<file path="config.mk">
export PLATFORM = sky130hd
export DESIGN_NAME = writeback_ctrl_flat
export DESIGN_NICKNAME = d
export VERILOG_FILES = /design/src/rtl/wb_pkg.sv /design/src/rtl/writeback_ctrl_if.sv /design/src/rtl/wb_decode.sv /design/src/rtl/writeback_ctrl.sv /design/src/flat_wrapper.sv
export SDC_FILE = /design/constraint.sdc
export NUM_CORES = 1
export LEC_CHECK = 0
export CORE_MARGIN = 3
export CORE_UTILIZATION = 50
export DETAILED_ROUTE_END_ITERATION = 8
export GPL_TIMING_DRIVEN = 0
export HOLD_SLACK_MARGIN = 0.12
export PLACE_DENSITY = 0.76
export SLEW_MARGIN = 0
export SYNTH_ARGS = -nofsm -noshare
export SYNTH_HDL_FRONTEND = slang
export SYNTH_SLANG_ARGS = --single-unit
</file>
<file path="constraint.sdc">
create_clock -name clk -period 4.47 [get_ports clk]
set_input_delay 0.447 -clock clk [delete_from_list [all_inputs] [get_ports clk]]
set_output_delay 0.447 -clock clk [all_outputs]
set_load 0.05 [all_outputs]
</file>
<file path="src/rtl/wb_pkg.sv">
// Shared write-back types and constants.
// Select codes, opcodes, class and state enums.
package wb_pkg;

  localparam logic [2:0] SEL_RT  = 3'b000;
  localparam logic [2:0] SEL_RD  = 3'b001;
  localparam logic [2:0] SEL_RA  = 3'b010;
  localparam logic [2:0] SEL_RSV = 3'b011;
  localparam logic [2:0] SEL_SP  = 3'b100;

  localparam logic [5:0] OP_RTYPE = 6'h00;
  localparam logic [5:0] OP_J     = 6'h02;
  localparam logic [5:0] OP_JAL   = 6'h03;
  localparam logic [5:0] OP_BEQ   = 6'h04;
  localparam logic [5:0] OP_BNE   = 6'h05;
  localparam logic [5:0] OP_ADDI  = 6'h08;
  localparam logic [5:0] OP_ADDIU = 6'h09;
  localparam logic [5:0] OP_SLTI  = 6'h0A;
  localparam logic [5:0] OP_ANDI  = 6'h0C;
  localparam logic [5:0] OP_ORI   = 6'h0D;
  localparam logic [5:0] OP_LUI   = 6'h0F;
  localparam logic [5:0] OP_LB    = 6'h20;
  localparam logic [5:0] OP_LH    = 6'h21;
  localparam logic [5:0] OP_LW    = 6'h23;
  localparam logic [5:0] OP_SB    = 6'h28;
  localparam logic [5:0] OP_SH    = 6'h29;
  localparam logic [5:0] OP_SW    = 6'h2B;
  localparam logic [5:0] OP_PUSH  = 6'h3E;
  localparam logic [5:0] OP_POP   = 6'h3F;

  localparam logic [5:0] FN_JR    = 6'h08;
  localparam logic [5:0] FN_MULT  = 6'h18;
  localparam logic [5:0] FN_MULTU = 6'h19;
  localparam logic [5:0] FN_DIV   = 6'h1A;
  localparam logic [5:0] FN_DIVU  = 6'h1B;

  typedef enum logic [2:0] {
    NOWRITE, RT, RD, RA, SP, RT_SP, ILLEGAL
  } wb_class_e;

  typedef enum logic [2:0] {
    IDLE, WAIT_EXEC, WB1, WB2, DONE
  } wb_state_e;

  // Destination of the first write for a class.
  function automatic logic [2:0] first_sel(
    input wb_class_e c
  );
    logic [2:0] s;
    s = SEL_RT;
    unique case (c)
      RD:      s = SEL_RD;
      RA:      s = SEL_RA;
      SP:      s = SEL_SP;
      default: s = SEL_RT;
    endcase
    return s;
  endfunction

endpackage

</file>
<file path="src/rtl/writeback_ctrl_if.sv">
// Register-destination select bundle.
// Producer drives select code and write enable.
interface writeback_ctrl_if;
  logic [2:0] flagRegDist;
  logic       regWrite;

  modport master (output flagRegDist, regWrite);
  modport slave  (input  flagRegDist, regWrite);
endinterface

</file>
<file path="src/rtl/wb_decode.sv">
// Opcode/funct to write-back class.
// Pure combinational, shared with hazard logic.
module wb_decode
  import wb_pkg::*;
(
  input  logic [5:0] opcode,
  input  logic [5:0] funct,
  output wb_class_e  cls
);

  logic rtype, fn_nw, op_nw, op_rt;

  assign rtype = (opcode == OP_RTYPE);
  assign fn_nw = funct inside {
    FN_JR, FN_MULT, FN_MULTU, FN_DIV, FN_DIVU
  };
  assign op_nw = opcode inside {
    OP_J, OP_BEQ, OP_BNE, OP_SW, OP_SB, OP_SH
  };
  assign op_rt = opcode inside {
    OP_ADDI, OP_ADDIU, OP_SLTI, OP_ANDI,
    OP_ORI, OP_LUI, OP_LB, OP_LH, OP_LW
  };

  // Mutually exclusive class terms.
  always_comb begin
    cls = ILLEGAL;
    unique case (1'b1)
      rtype && !fn_nw:          cls = RD;
      (rtype && fn_nw) || op_nw: cls = NOWRITE;
      opcode == OP_JAL:         cls = RA;
      op_rt:                    cls = RT;
      opcode == OP_PUSH:        cls = SP;
      opcode == OP_POP:         cls = RT_SP;
      default:                  cls = ILLEGAL;
    endcase
  end

endmodule

</file>
<file path="src/rtl/writeback_ctrl.sv">
// Write-back sequencer for the multicycle core.
// Waits on execute, then drives select/write enable.
module writeback_ctrl
  import wb_pkg::*;
#(
  parameter int unsigned TIMEOUT = 255
) (
  input  logic       clk,
  input  logic       reset_n,
  input  logic       start,
  input  logic [5:0] opcode,
  input  logic [5:0] funct,
  input  logic       exec_done,
  writeback_ctrl_if.master dest,
  output logic       busy,
  output logic       done,
  output logic       illegal,
  output logic       timeout_err
);

  localparam logic [8:0] TO = 9'(TIMEOUT);

  wb_class_e cls;
  wb_class_e cls_q;
  wb_state_e state;
  logic [7:0] cnt;
  logic       expire;

  wb_decode u_dec (
    .opcode (opcode),
    .funct  (funct),
    .cls    (cls)
  );

  assign expire = ({1'b0, cnt} + 9'd1) >= TO;

  // Sequencer with registered outputs; pulses default low.
  always_ff @(posedge clk or negedge reset_n) begin
    if (!reset_n) begin
      state            <= IDLE;
      cls_q            <= NOWRITE;
      cnt              <= '0;
      dest.flagRegDist <= SEL_RT;
      dest.regWrite    <= 1'b0;
      busy             <= 1'b0;
      done             <= 1'b0;
      illegal          <= 1'b0;
      timeout_err      <= 1'b0;
    end else begin
      dest.flagRegDist <= SEL_RT;
      dest.regWrite    <= 1'b0;
      done             <= 1'b0;
      illegal          <= 1'b0;
      timeout_err      <= 1'b0;
      unique case (state)
        IDLE: begin
          if (start) begin
            if (cls == ILLEGAL) begin
              illegal <= 1'b1;
            end else begin
              cls_q <= cls;
              cnt   <= '0;
              busy  <= 1'b1;
              state <= WAIT_EXEC;
            end
          end
        end
        WAIT_EXEC: begin
          if (exec_done) begin
            if (cls_q == NOWRITE) begin
              done  <= 1'b1;
              state <= DONE;
            end else begin
              dest.regWrite    <= 1'b1;
              dest.flagRegDist <= first_sel(cls_q);
              state            <= WB1;
            end
          end else if (expire) begin
            timeout_err <= 1'b1;
            busy        <= 1'b0;
            state       <= IDLE;
          end else if (cnt != 8'hFF) begin
            cnt <= cnt + 8'd1;
          end
        end
        WB1: begin
          if (cls_q == RT_SP) begin
            dest.regWrite    <= 1'b1;
            dest.flagRegDist <= SEL_SP;
            state            <= WB2;
          end else begin
            done  <= 1'b1;
            state <= DONE;
          end
        end
        WB2: begin
          done  <= 1'b1;
          state <= DONE;
        end
        DONE: begin
          busy  <= 1'b0;
          state <= IDLE;
        end
        default: state <= IDLE;
      endcase
    end
  end

endmodule

</file>
<file path="src/flat_wrapper.sv">
// flat-port wrapper written by rule: the top's interface ports become plain ports
module writeback_ctrl_flat import wb_pkg::*;
#(
  parameter int unsigned TIMEOUT = 255
)
  (clk, reset_n, start, opcode, funct, exec_done, busy, done, illegal, timeout_err, dest_flagRegDist, dest_regWrite);
  writeback_ctrl_if dest_i ();
  input  logic clk;
  input  logic reset_n;
  input  logic start;
  input  logic [5:0] opcode;
  input  logic [5:0] funct;
  input  logic exec_done;
  output logic busy;
  output logic done;
  output logic illegal;
  output logic timeout_err;
  output wire logic [$bits(dest_i.flagRegDist)-1:0] dest_flagRegDist;
  output wire logic [$bits(dest_i.regWrite)-1:0] dest_regWrite;
  assign dest_flagRegDist = dest_i.flagRegDist;
  assign dest_regWrite = dest_i.regWrite;
  writeback_ctrl #(.TIMEOUT(TIMEOUT)) u_core (.clk(clk), .reset_n(reset_n), .start(start), .opcode(opcode), .funct(funct), .exec_done(exec_done), .dest(dest_i), .busy(busy), .done(done), .illegal(illegal), .timeout_err(timeout_err));
endmodule
</file>
==> After elaboration in Yosys (flattened, before gate mapping) <==
Index checks and enable logic that the tools add are counted.
{ "totals": {"register_bits": 22, "in_bits": 16, "elab_cells": 107} }
{ "classes": {"add_sub_neg": 2, "n_lt_le_gt_ge": 1, "n_eq_ne": 40, "muxes": 38, "bitwise": 1, "reduce_logical": 16} }
{ "ops": {"columns": ["op", "count"], "rows": [
  ["$eq 6x6->1 const B", 8],
  ["$eq 6x4->1 const B", 7],
  ["$mux 8", 5],
  ["$mux 3", 9],
  ["$eq 6x5->1 const B", 4],
  ["$pmux 3 s6", 1],
  ["$mux 1", 16],
  ["$pmux 8 s2", 1],
  ["$eq 3x2->1 const B", 4],
  ["$eq 3x3->1 const B", 4],
  ["$eq 6x2->1 const B", 2],
  ["$eq 6x3->1 const B", 2],
  ["$pmux 3 s4", 1],
  ["$add 8x1->9 const B", 1],
  ["$ge 9x8->1 const B", 1],
  ["$pmux 3 s3", 1],
  ["$reduce_bool 9->1", 1],
  ["$add 8x1->8 const B", 1],
  ["$ne 2x2->1 const B", 4],
  ["$ne 8x8->1 const B", 1],
  ["$logic_not 3->1", 2],
  ["$logic_not 6->1", 1],
  ["$pmux 1 s3", 2],
  ["$pmux 3 s2", 1],
  ["15 further kinds", 18]
]} }

==> Longest topological paths before layout <==
{ "depth": {"word_depth": 9, "depth_mapped": 8, "ltp_nobuf": 7} }

==> By module <==
A second synthesis with hierarchy kept.
{ "unflattened": {"cells_unflattened": 148, "hier_area_um2": 1371.3} }
{ "by_module_without_submodules": {"columns": ["mod", "instances", "cells_per_inst", "area_per_inst_um2", "seq_area_each_um2"], "rows": [
  ["writeback_ctrl", 1, 111, 1131.1, 550.5],
  ["wb_decode", 1, 37, 240.2, 0.0]
]} }

==> Worst setup path after synthesis <==
Ideal clock, no wire load.
{ "synth_timing": {"path_kind": "register to register", "startpoint": "register u_core.cnt[0]", "endpoint": "register u_core.cnt[1]", "setup_ns": 0.125, "arrival_time_ns": 1.827, "t_required_ns": 4.345, "slack_ns": 2.518, "path_stages_with_launch": 8, "path_buffers": 0, "synth_period_minus_slack_ns": 1.952, "cell_sequence": "dfrtp_1 > ha_1 > nand4bb_1 > o22ai_1 > a31oi_1 > o31ai_2 > o21ai_2 > mux2_4"} }
{ "synth_between": {"elab_chain_len": 5, "elab_cells_between_ends": 11, "classes_between": "add/sub (2); order compare (1); eq/ne (3); mux (4); reduce/logical (1)"} }
{ "synth_lines": {"columns": ["element", "line", "source"], "rows": [
  ["start, declared", "writeback_ctrl.sv:26", "logic [7:0] cnt;"],
  ["start signal, assigned", "writeback_ctrl.sv:83", "cnt <= cnt + 8'd1;"],
  ["parallel branches: the longest is 5 deep, another holds $add 8x1->9", null, null]
]} }
Parallel ways; which one is timed is not known. The select of a mux whose other input is x is not followed.
A chain may end at the register's enable or synchronous reset.

==> Final worst setup path <==
Same ends and word-level chain as after synthesis.

==> impl_metrics.env <==
export IMPL_cts_buffers=3
export IMPL_drtIter0Drc=50
export IMPL_path_class="reg2reg"
export IMPL_status="completed"
export IMPL_fin_nets=202
export IMPL_syn_area_per_cell_um2=8.930
export IMPL_wl_um=2994
export IMPL_ir_worst_vdd_mv=0.3454
export IMPL_viasPerCell=6.019
export IMPL_ys_flop_type="dfrtp_1"
export IMPL_end_kind="register"
export IMPL_layout_commonest_cell="dfrtp_1"
export IMPL_p_leak_nw=0.6843
export IMPL_clock_root_buffer="clkbuf_4"
export IMPL_track_usage_pct=19.74
export IMPL_nFillCells=222
export IMPL_gr_total_overflow=0
export IMPL_drv_slew=0
export IMPL_wire_per_inst_um=14.06
export IMPL_drc=0
export IMPL_synth_cell_types=55
export IMPL_io_pins=24
export IMPL_ys_ff_latch=22
export IMPL_grt_pass1_wl_um=5347
export IMPL_grt_max_degree=23
export IMPL_worst_slack_ns=2.289
export IMPL_cts_max_level=1
export IMPL_crit_chain="ha_1, nand4bb_1, o22ai_1, a31oi_1, o31ai_2, o21ai_2, mux2_4"
export IMPL_power_density_nw_per_um2=486.4
export IMPL_setup_violations=0
export IMPL_max_stage_delay_ns=0.46
export IMPL_max_freq_mhz=458.6
export IMPL_post_cts_buffers=0
export IMPL_setup_tns_ns=0
export IMPL_slowest_stage="dfrtp_1"
export IMPL_dr_pass1_iters=4
export IMPL_holdWs_ns=0.5083
export IMPL_period_minus_slack_ns=2.181
export IMPL_pre_cts_ws_ns=2.026
export IMPL_portBuffers=19
export IMPL_core_area_um2=2590
export IMPL_antenna_found_initial=0
export IMPL_synthCells=160
export IMPL_clk_latency_ns=0.32
export IMPL_cts_tree="yes"
export IMPL_synth_edf_count=0
export IMPL_required_ns=4.69
export IMPL_start_util_pct=55.17
export IMPL_ys_async_sr_fraction_pct=100.0
export IMPL_postRouteAntennaNets=0
export IMPL_final_hold_violation_count=0
export IMPL_dp_final_hpwl_um=2235
export IMPL_worst_pin_slew_ns=0.9221
export IMPL_cts_repair_resized=0
export IMPL_worst_ep_arrival_time_ns=2.40
export IMPL_synth_fp_nets=178
export IMPL_die_area_um2=3535
export IMPL_clk_pin_slew_ns=0.13
export IMPL_yosysSeqAreaShare_pct=38.53
export IMPL_routabilityCongestion=0.8532
export IMPL_layout_drive_gt1_share_pct=13.66
export IMPL_timing_final_crit_share_pct=48.78
export IMPL_netlist_area_um2=1429
export IMPL_area_growth_pct=18.48
export IMPL_seqCellArea_um2=550.5
export IMPL_die_w_um=59.46
export IMPL_rsz0062_at_grt="no"
export IMPL_diodes=0
export IMPL_final_util_pct=65.36
export IMPL_vias=1282
export IMPL_dieHeight_um=59.46
export IMPL_clkSinkCount=22
export IMPL_holdBufCountCts=0
export IMPL_rows=18
export IMPL_cap_violations=0
export IMPL_multi_input_area_um2=767.0
export IMPL_yosys_warnings=0
export IMPL_worst_clock_skew_ns=0.009440
export IMPL_holdCritPathClass="in2reg"
export IMPL_slew_headroom_pct=38.34
export IMPL_final_cell_mix="22 x dfrtp_1, 19 x clkdlybuf4s50_1, 12 x nor2_1, 11 x nand2_1, 11 x o21ai_0"
export IMPL_first_global_vias=1204
export IMPL_startpoint_type="register"
export IMPL_path_max_fanout=8
export IMPL_clockBufferDepth=2
## critical path: cells and delay by family, from the launching register on
kind	cells	cell delay (ns)
adders and majority gates	1	0.32
AOI/OAI and AO/OA	4	0.77
DFF	1	0.46
muxes	1	0.31
and+or+nand+nor	1	0.23
## flip-flops by register name, indices dropped and copies added, names as in the netlist
name and cells:
u_core.timeout_err 1, u_core.dest.regWrite 1, u_core.cnt 8, u_core.state 3, u_core.busy 1, u_core.illegal 1, u_core.done 1, u_core.cls_q 3
u_core.dest.flagRegDist 3
## synthesized netlist by cell type (3+ instances only)
cell type	count	area, um2
o211ai_1	3	22.52
nor3_1	10	50.05
a31oi_1	4	25.02
nor2_1	12	45.04
nor4_1	4	25.02
nand2_1	11	41.29
inv_1	9	33.78
dfrtp_1	22	550.5
a21oi_1	5	25.02
o22a_1	4	35.03
o21ai_0	11	55.05
nand3_1	7	35.03
buf_6	3	33.78
clkbuf_1	3	11.26
a211oi_1	4	30.03
buf_2	4	20.02
## per-layer routing
metal / global-route usage [%] / up-vias / share of wire (%)
met3: 2.832 / 5 / 5.5
met2: 33.07 / 44 / 47
met1: 24.69 / 596 / 45
li1: - / 637 / -
met5: 0 / - / 0
met4: 9.385 / 0 / 2.0
## kinds of logic (layout without fill, tap and decap cells)
| group | count (synthesis) | after routing | synth area share (%) |
|---|---|---|---|
| AND/OR/NAND/NOR | 63 | 63 | 24.26 |
| multiplexers | 2 | 2 | 1.751 |
| buffers and inverters | 21 | 44 | 7.793 |
| AO/OA/AOI/OAI | 48 | 48 | 24.69 |
| adder cells (fa/ha/maj) | 2 | 2 | 1.751 |
| flip-flops | 22 | 22 | 38.53 |
| XOR/XNOR | 2 | 2 | 1.226 |
## report_power, final
group / internal, W / switching (W) / leakage (nW)
registers: 0.000261 / 0.0000544 / 0.292
clock network: 0.0000498 / 0.0000632 / 0.0210
logic: 0.000159 / 0.000236 / 0.371
## final timing paths
kind | startpoint | to | depth (start not counted) | slack (ns)
max | u_core.cnt[0]$_DFFE_PN0P_ | u_core.cnt[1]$_DFFE_PN0P_ | 7 | 2.29
min | opcode[1] | u_core.cls_q[2]$_DFFE_PN0P_ | 3 | 0.51
max reg2reg | u_core.cnt[0]$_DFFE_PN0P_ | u_core.cnt[1]$_DFFE_PN0P_ | 7 | 2.29
min reg2reg | u_core.cls_q[0]$_DFFE_PN0P_ | u_core.dest.flagRegDist[0]$_DFF_PN0_ | 1 | 0.56
max in group asynchronous | reset_n | u_core.cls_q[0]$_DFFE_PN0P_ | 1 | 3.28
min in group asynchronous | reset_n | u_core.cnt[4]$_DFFE_PN0P_ | 1 | 0.63
## final cells by class
cell class	instances	share of cell area (%)
Tap cell	30	2.217
Multi-Input combinational cell	117	45.31
Clock buffer	4	2.143
Inverter	9	1.996
Sequential cell	22	32.52
Buffer	12	4.582
Timing Repair Buffer	19	11.23
## metrics by stage
step	cells	area (um2)	power, W
finish	213	1693	0.0008234
global route	213	1693	0.0008827
CTS	213	1693	0.0008221
detailed placement	209	1657	0.0007112
global placement	209	1657	0.0006969
floorplan	160	1429	0.0006061
Power figures use the tool's default switching activity.
